--- src/rtl/gcd_pkg.sv ---
// Shared types and defaults for the GCD request controller.
package gcd_pkg;

    typedef enum logic [1:0] {
        ST_IDLE    = 2'd0,
        ST_ISSUE   = 2'd1,
        ST_RELEASE = 2'd2,
        ST_RESP    = 2'd3
    } gcd_req_state_e;

    localparam int GCD_TIMEOUT_DEFAULT = 1024;

endpackage

--- src/rtl/gcd_req_timer.sv ---
// Timeout counter shared by the ISSUE and RELEASE waits: clear, count up, flag the last cycle.
module gcd_req_timer
    import gcd_pkg::*;
#(
    parameter int TIMEOUT_CYC = GCD_TIMEOUT_DEFAULT
) (
    input  logic clk,
    input  logic nreset,
    input  logic clear,
    input  logic inc,
    output logic expired
);

    localparam int TW = $clog2(TIMEOUT_CYC);

    logic [TW-1:0] count;

    always_ff @(posedge clk or negedge nreset) begin
        if (!nreset) begin
            count <= '0;
        end else if (clear) begin
            count <= '0;
        end else if (inc) begin
            count <= count + 1'b1;
        end
    end

    assign expired = (count == TW'(TIMEOUT_CYC - 1));

endmodule

--- src/rtl/gcd_req_ctrl.sv ---
// Initiator for the GCD engine: request handshake in, enable/done to the engine,
// response handshake out, zero-operand bypass and engine timeout.
module gcd_req_ctrl
    import gcd_pkg::*;
#(
    parameter int DATA_WIDTH  = 8,
    parameter int TIMEOUT_CYC = GCD_TIMEOUT_DEFAULT,
    parameter int CNT_WIDTH   = 16
) (
    input  logic                  clk_i,
    input  logic                  nreset_i,
    input  logic                  req_valid_i,
    output logic                  req_ready_o,
    input  logic [DATA_WIDTH-1:0] req_a_i,
    input  logic [DATA_WIDTH-1:0] req_b_i,
    output logic                  rsp_valid_o,
    input  logic                  rsp_ready_i,
    output logic [DATA_WIDTH-1:0] rsp_gcd_o,
    output logic                  rsp_err_o,
    output logic [DATA_WIDTH-1:0] operand_a_o,
    output logic [DATA_WIDTH-1:0] operand_b_o,
    output logic                  gcd_enable_o,
    input  logic [DATA_WIDTH-1:0] gcd_i,
    input  logic                  gcd_done_i,
    output logic [CNT_WIDTH-1:0]  done_cnt_o
);

    gcd_req_state_e state;
    logic           timer_clear;
    logic           timer_inc;
    logic           timer_expired;

    gcd_req_timer #(
        .TIMEOUT_CYC(TIMEOUT_CYC)
    ) u_timer (
        .clk    (clk_i),
        .nreset (nreset_i),
        .clear  (timer_clear),
        .inc    (timer_inc),
        .expired(timer_expired)
    );

    // The timer restarts whenever a wait ends, so RELEASE always starts from zero.
    always_comb begin
        timer_clear = 1'b1;
        timer_inc   = 1'b0;
        case (state)
            ST_ISSUE: begin
                if (!gcd_done_i && !timer_expired) begin
                    timer_clear = 1'b0;
                    timer_inc   = 1'b1;
                end
            end
            ST_RELEASE: begin
                if (gcd_done_i && !timer_expired) begin
                    timer_clear = 1'b0;
                    timer_inc   = 1'b1;
                end
            end
            default: begin
                timer_clear = 1'b1;
                timer_inc   = 1'b0;
            end
        endcase
    end

    always_ff @(posedge clk_i or negedge nreset_i) begin
        if (!nreset_i) begin
            state        <= ST_IDLE;
            req_ready_o  <= 1'b0;
            rsp_valid_o  <= 1'b0;
            rsp_gcd_o    <= '0;
            rsp_err_o    <= 1'b0;
            operand_a_o  <= '0;
            operand_b_o  <= '0;
            gcd_enable_o <= 1'b0;
            done_cnt_o   <= '0;
        end else begin
            case (state)
                ST_IDLE: begin
                    req_ready_o <= 1'b1;
                    if (req_valid_i && req_ready_o) begin
                        req_ready_o <= 1'b0;
                        if (req_a_i == '0 || req_b_i == '0) begin
                            // gcd(x,0) = x and gcd(0,0) = 0, so the OR is the answer.
                            rsp_gcd_o   <= req_a_i | req_b_i;
                            rsp_err_o   <= 1'b0;
                            rsp_valid_o <= 1'b1;
                            state       <= ST_RESP;
                        end else begin
                            operand_a_o  <= req_a_i;
                            operand_b_o  <= req_b_i;
                            gcd_enable_o <= 1'b1;
                            state        <= ST_ISSUE;
                        end
                    end
                end
                ST_ISSUE: begin
                    if (gcd_done_i) begin
                        rsp_gcd_o    <= gcd_i;
                        rsp_err_o    <= 1'b0;
                        gcd_enable_o <= 1'b0;
                        state        <= ST_RELEASE;
                    end else if (timer_expired) begin
                        rsp_gcd_o    <= '0;
                        rsp_err_o    <= 1'b1;
                        gcd_enable_o <= 1'b0;
                        state        <= ST_RELEASE;
                    end
                end
                ST_RELEASE: begin
                    // Hold off the response until done has returned to zero.
                    if (!gcd_done_i) begin
                        rsp_valid_o <= 1'b1;
                        state       <= ST_RESP;
                    end else if (timer_expired) begin
                        rsp_gcd_o   <= '0;
                        rsp_err_o   <= 1'b1;
                        rsp_valid_o <= 1'b1;
                        state       <= ST_RESP;
                    end
                end
                ST_RESP: begin
                    if (rsp_ready_i) begin
                        rsp_valid_o <= 1'b0;
                        done_cnt_o  <= done_cnt_o + 1'b1;
                        req_ready_o <= 1'b1;
                        state       <= ST_IDLE;
                    end
                end
                default: begin
                    state <= ST_IDLE;
                end
            endcase
        end
    end

endmodule

--- config.mk ---
export PLATFORM = sky130hd
export DESIGN_NAME = gcd_req_ctrl
export DESIGN_NICKNAME = d
export VERILOG_FILES = /design/src/rtl/gcd_pkg.sv /design/src/rtl/gcd_req_timer.sv /design/src/rtl/gcd_req_ctrl.sv
export SDC_FILE = /design/constraint.sdc
export NUM_CORES = 1
export LEC_CHECK = 0
export CAP_MARGIN = 15
export CORE_MARGIN = 2
export CORE_UTILIZATION = 48
export CTS_CLUSTER_SIZE = 28
export DETAILED_ROUTE_END_ITERATION = 8
export PLACE_DENSITY = 0.89
export SKIP_LAST_GASP = 1
export SLEW_MARGIN = 0
export SYNTH_ARGS = -nofsm -noshare
export SYNTH_HDL_FRONTEND = slang
export SYNTH_HIERARCHICAL = 1
export SYNTH_SLANG_ARGS = --single-unit
--- constraint.sdc ---
create_clock -name clk_i -period 2.3 [get_ports clk_i]
set_input_delay 0.575 -clock clk_i [delete_from_list [all_inputs] [get_ports clk_i]]
set_output_delay 0.575 -clock clk_i [all_outputs]
set_load 0.05 [all_outputs]
==> summary.txt <==
average wire per standard cell: 16.0 µm
CP peak stage delay: 0.48 ns
Routed Antenna Nets: 0
antenna diode count: 0
CP Max Fanout: 4
drt first-iter violations: 192
area leader, netlist: dfrtp_1
Post-synth EDFFs: 0
RSZ-0062 raised after global routing: yes
share of layout cells above drive strength 1: 0.209
buffer count from post-CTS setup fixing: 0
Starting Density: 0.497
final total power: 5.47 mW
Internal Power: 2.97 mW
Nets: 389
count leader, synth: dfrtp_1
final setup fails: 0
run status: finished, final reports clean
io pins: 73
Sw Share: 0.458
Clock Skew: 0.0106 ns
Syn Inst Count: 246
slew margin rel.: 0.534
first-pass GRT wire length: 11200 µm
DP HPWL: 5160 µm
fraction of the mapped netlist area in adder cells: 0.0320
initial antenna violation count: 0
row cnt: 27
CP endpoint: u_timer/count[8]
Tmin final: 2.21 ns
Die Wd: 79.5 µm
GPL Wtd Cong: 0.940
final cell count without fillers: 426
Die Y: 79.5 µm
Reg clk slew, reported paths: 0.10 ns
FILL cells: 373
Crit path buffers/inverters: 1
# placed instances: 418
Vias: 2334
worst skew pair latency: 0.31 ns
xor/xnor share of the synthesized area: 0.0608
Synth Net Count: 282
Global Route Usage Sum: 0.229
PwrDens: 1400 nW/µm²
final hold viol count: 0
hold crit path type: in2async
Comb power frac: 0.600
Pleak: 1.66 nW
Max rail drop VDD: 0.00103 V
Reg2Reg Setup Slack: 0.09 ns
number of synthesis warnings: 6
vias in the first global route: 2305
CTS tree: yes
crit-path cells: ha_1 -> nand3_1 -> nor3_2 -> nand2b_1 -> a21oi_1 -> buf_4 -> nand3_1 -> or4_1 -> a21oi_1
Worst R2R Path Depth: 9
Slew Limit Fails: 0
count of port buffers added during placement: 72
Seq/Total Area, Yosys: 0.512
drt total wl: 6830 µm
final worst-path setup slack: 0.0882 ns
Simple-Gate Fraction of Synth Area: 0.145
critical path class: reg2reg
Cell Area, Synth: 2740 µm²
critical path depth in cells: 9
compound-gate portion of the synthesized area: 0.123
maximum number of pins on one net before global-route repair: 57
Seq pwr share: 0.284
kind of cell adding the most delay to the critical path: simple AND/OR/NAND/NOR gates
top cells by count, synth: dfrtp_1, mux2_2, a21oi_1
H-tree Lvls: 2
FF-to-FF Start: u_timer/count[0]
post-layout util: 0.709
mux contribution to synthesized area: 0.107
First-pass DRT Iterations: 4
ranking of synthesized cells by area: dfrtp_1, mux2_2, xnor2_1, a21oi_1, ha_1
CTS-repair resized insts: 0
crit path max-delay cell type: or4_1
Yosys cell types: 39
post-synth top area share: 0.512
hold_buf cts: 0
Async SR Flop Fraction: 1.00
CP endpoint kind: register
CTS Root Cell: clkbuf_8
CP startpoint kind: register
WP data required: 2.53 ns
maximum buffer depth of the clock tree: 2
largest family of logic cells by synthesized area: simple AND/OR/NAND/NOR gates
clk sink count: 56
fmax: 452 MHz
Area Overhead vs Synth: 42.6%
dpl ws: -0.184 ns
CP Launch Point: u_timer/count[0]
Post-Syn Area per Cell: 11.1 µm²
area of the die: 6320 µm²
total of max-cap violations: 0
setup TNS: 0 ns
Psw: 2.51 mW
R2R Path End: u_timer/count[8]
Via density: 5.48
Synth Register Bits: 56
CORE AREA: 5510 µm²
Final period util: 0.962
Clk pwr share: 0.116
Worst Tran Pin Value: 0.699 ns
Post-synth top flop: dfrtp_1
DRC errors left: 0
GRT Residual Overflow: 0
arrival time at the worst endpoint: 2.45 ns
total CTS buffers: 5
through the flow:
stage               cell area [µm²]  hold WS [ns]
floorplan                      2740         0.279
global placement               3790         0.459
detailed placement             3790         0.469
CTS                            3890         0.407
global route                   3900         0.445
finish                         3900         0.378
logic make-up after synthesis:
kind of cell / after synthesis
DFF: 56
AOI/OAI and AO/OA: 49
muxes: 26
buffers and inverters: 13
xor gates and xnor gates: 19
and+or+nand+nor: 76
adders and majority gates: 7
worst reg2reg max path, delay by kind of cell (launching register included):
family	cells	cell delay, ns
AND/OR/NAND/NOR	5	0.94
flip-flops	1	0.44
buffers and inverters	1	0.16
AO/OA/AOI/OAI	2	0.33
adder cells (fa/ha/maj)	1	0.27
state kept, by name, summed over array words and instances (netlist names):
| register | count |
|---|---|
| state | 2 |
| u_timer/count | 10 |
| rsp_gcd_o | 8 |
| rsp_valid_o | 1 |
| rsp_err_o | 1 |
| gcd_enable_o | 1 |
| req_ready_o | 1 |
| operand_b_o | 8 |
| operand_a_o | 8 |
| done_cnt_o | 16 |
layer usage:
| metal | up-vias | part of all wire | global-route usage |
|---|---|---|---|
| li1 | 1108 | - | - |
| met1 | 1152 | 0.44 | 0.299 |
| met2 | 63 | 0.51 | 0.380 |
| met3 | 11 | 0.040 | 0.0509 |
| met4 | 0 | 0.018 | 0.0690 |
| met5 | - | 0 | 0 |
power groups by stage:
| stage | Sequential (mW) | Combinational (mW) | Clock [mW] |
|---|---|---|---|
| 6_report | 1.55 | 3.28 | 0.636 |
| 4_1_cts | 1.55 | 3.28 | 0.653 |
| 2_1_floorplan | 2.51 | 1.18 | 0 |
| 5_1_grt | 1.60 | 3.48 | 0.688 |
| 3_3_place_gp | 1.55 | 3.19 | 0 |
| 3_5_place_dp | 1.57 | 3.26 | 0 |
how the worst min path moves through the flow:
stage,endpoint,start,depth (start not counted),slack (ns)
floorplan,done_cnt_o[0],nreset_i,0,0.28
global placement,done_cnt_o[15],done_cnt_o[15],1,0.46
CTS,rsp_gcd_o[6],nreset_i,2,0.41
finish,rsp_gcd_o[6],nreset_i,2,0.38
global route,rsp_gcd_o[6],nreset_i,2,0.45
detailed placement,done_cnt_o[15],done_cnt_o[15],1,0.47
area by class of cell:
type / instances / area, µm² / share of cell area
sequential: 56 / 1400 / 0.359
multi-input combinational: 177 / 1290 / 0.330
timing repair buffer: 107 / 991 / 0.254
tap: 72 / 90.1 / 0.0231
clock buffer: 6 / 72.6 / 0.0186
clock inverter: 2 / 35.0 / 0.00898
inverter: 6 / 22.5 / 0.00577
placed cells by master (no fill, tap or decap), types with 2 or more instances in the layout:
| cell | n |
|---|---|
| a22oi_1 | 7 |
| nand2_1 | 18 |
| mux2_2 | 25 |
| inv_1 | 6 |
| buf_4 | 34 |
| o21ai_0 | 8 |
| and2_1 | 4 |
| nor4_1 | 4 |
| nor2_1 | 13 |
| a211oi_1 | 2 |
| xnor2_1 | 12 |
| or3_1 | 4 |
| dfrtp_1 | 55 |
| clkbuf_8 | 5 |
| nand4_1 | 3 |
| nor3_1 | 7 |
| clkdlybuf4s50_1 | 71 |
| a2bb2oi_1 | 2 |
| a21oi_1 | 19 |
| or4_1 | 2 |
| nand2b_1 | 2 |
| nand3_1 | 12 |
| o31ai_1 | 2 |
| xor2_1 | 7 |
| ha_1 | 6 |
| and4_1 | 3 |
Power figures use the tool's default switching activity.
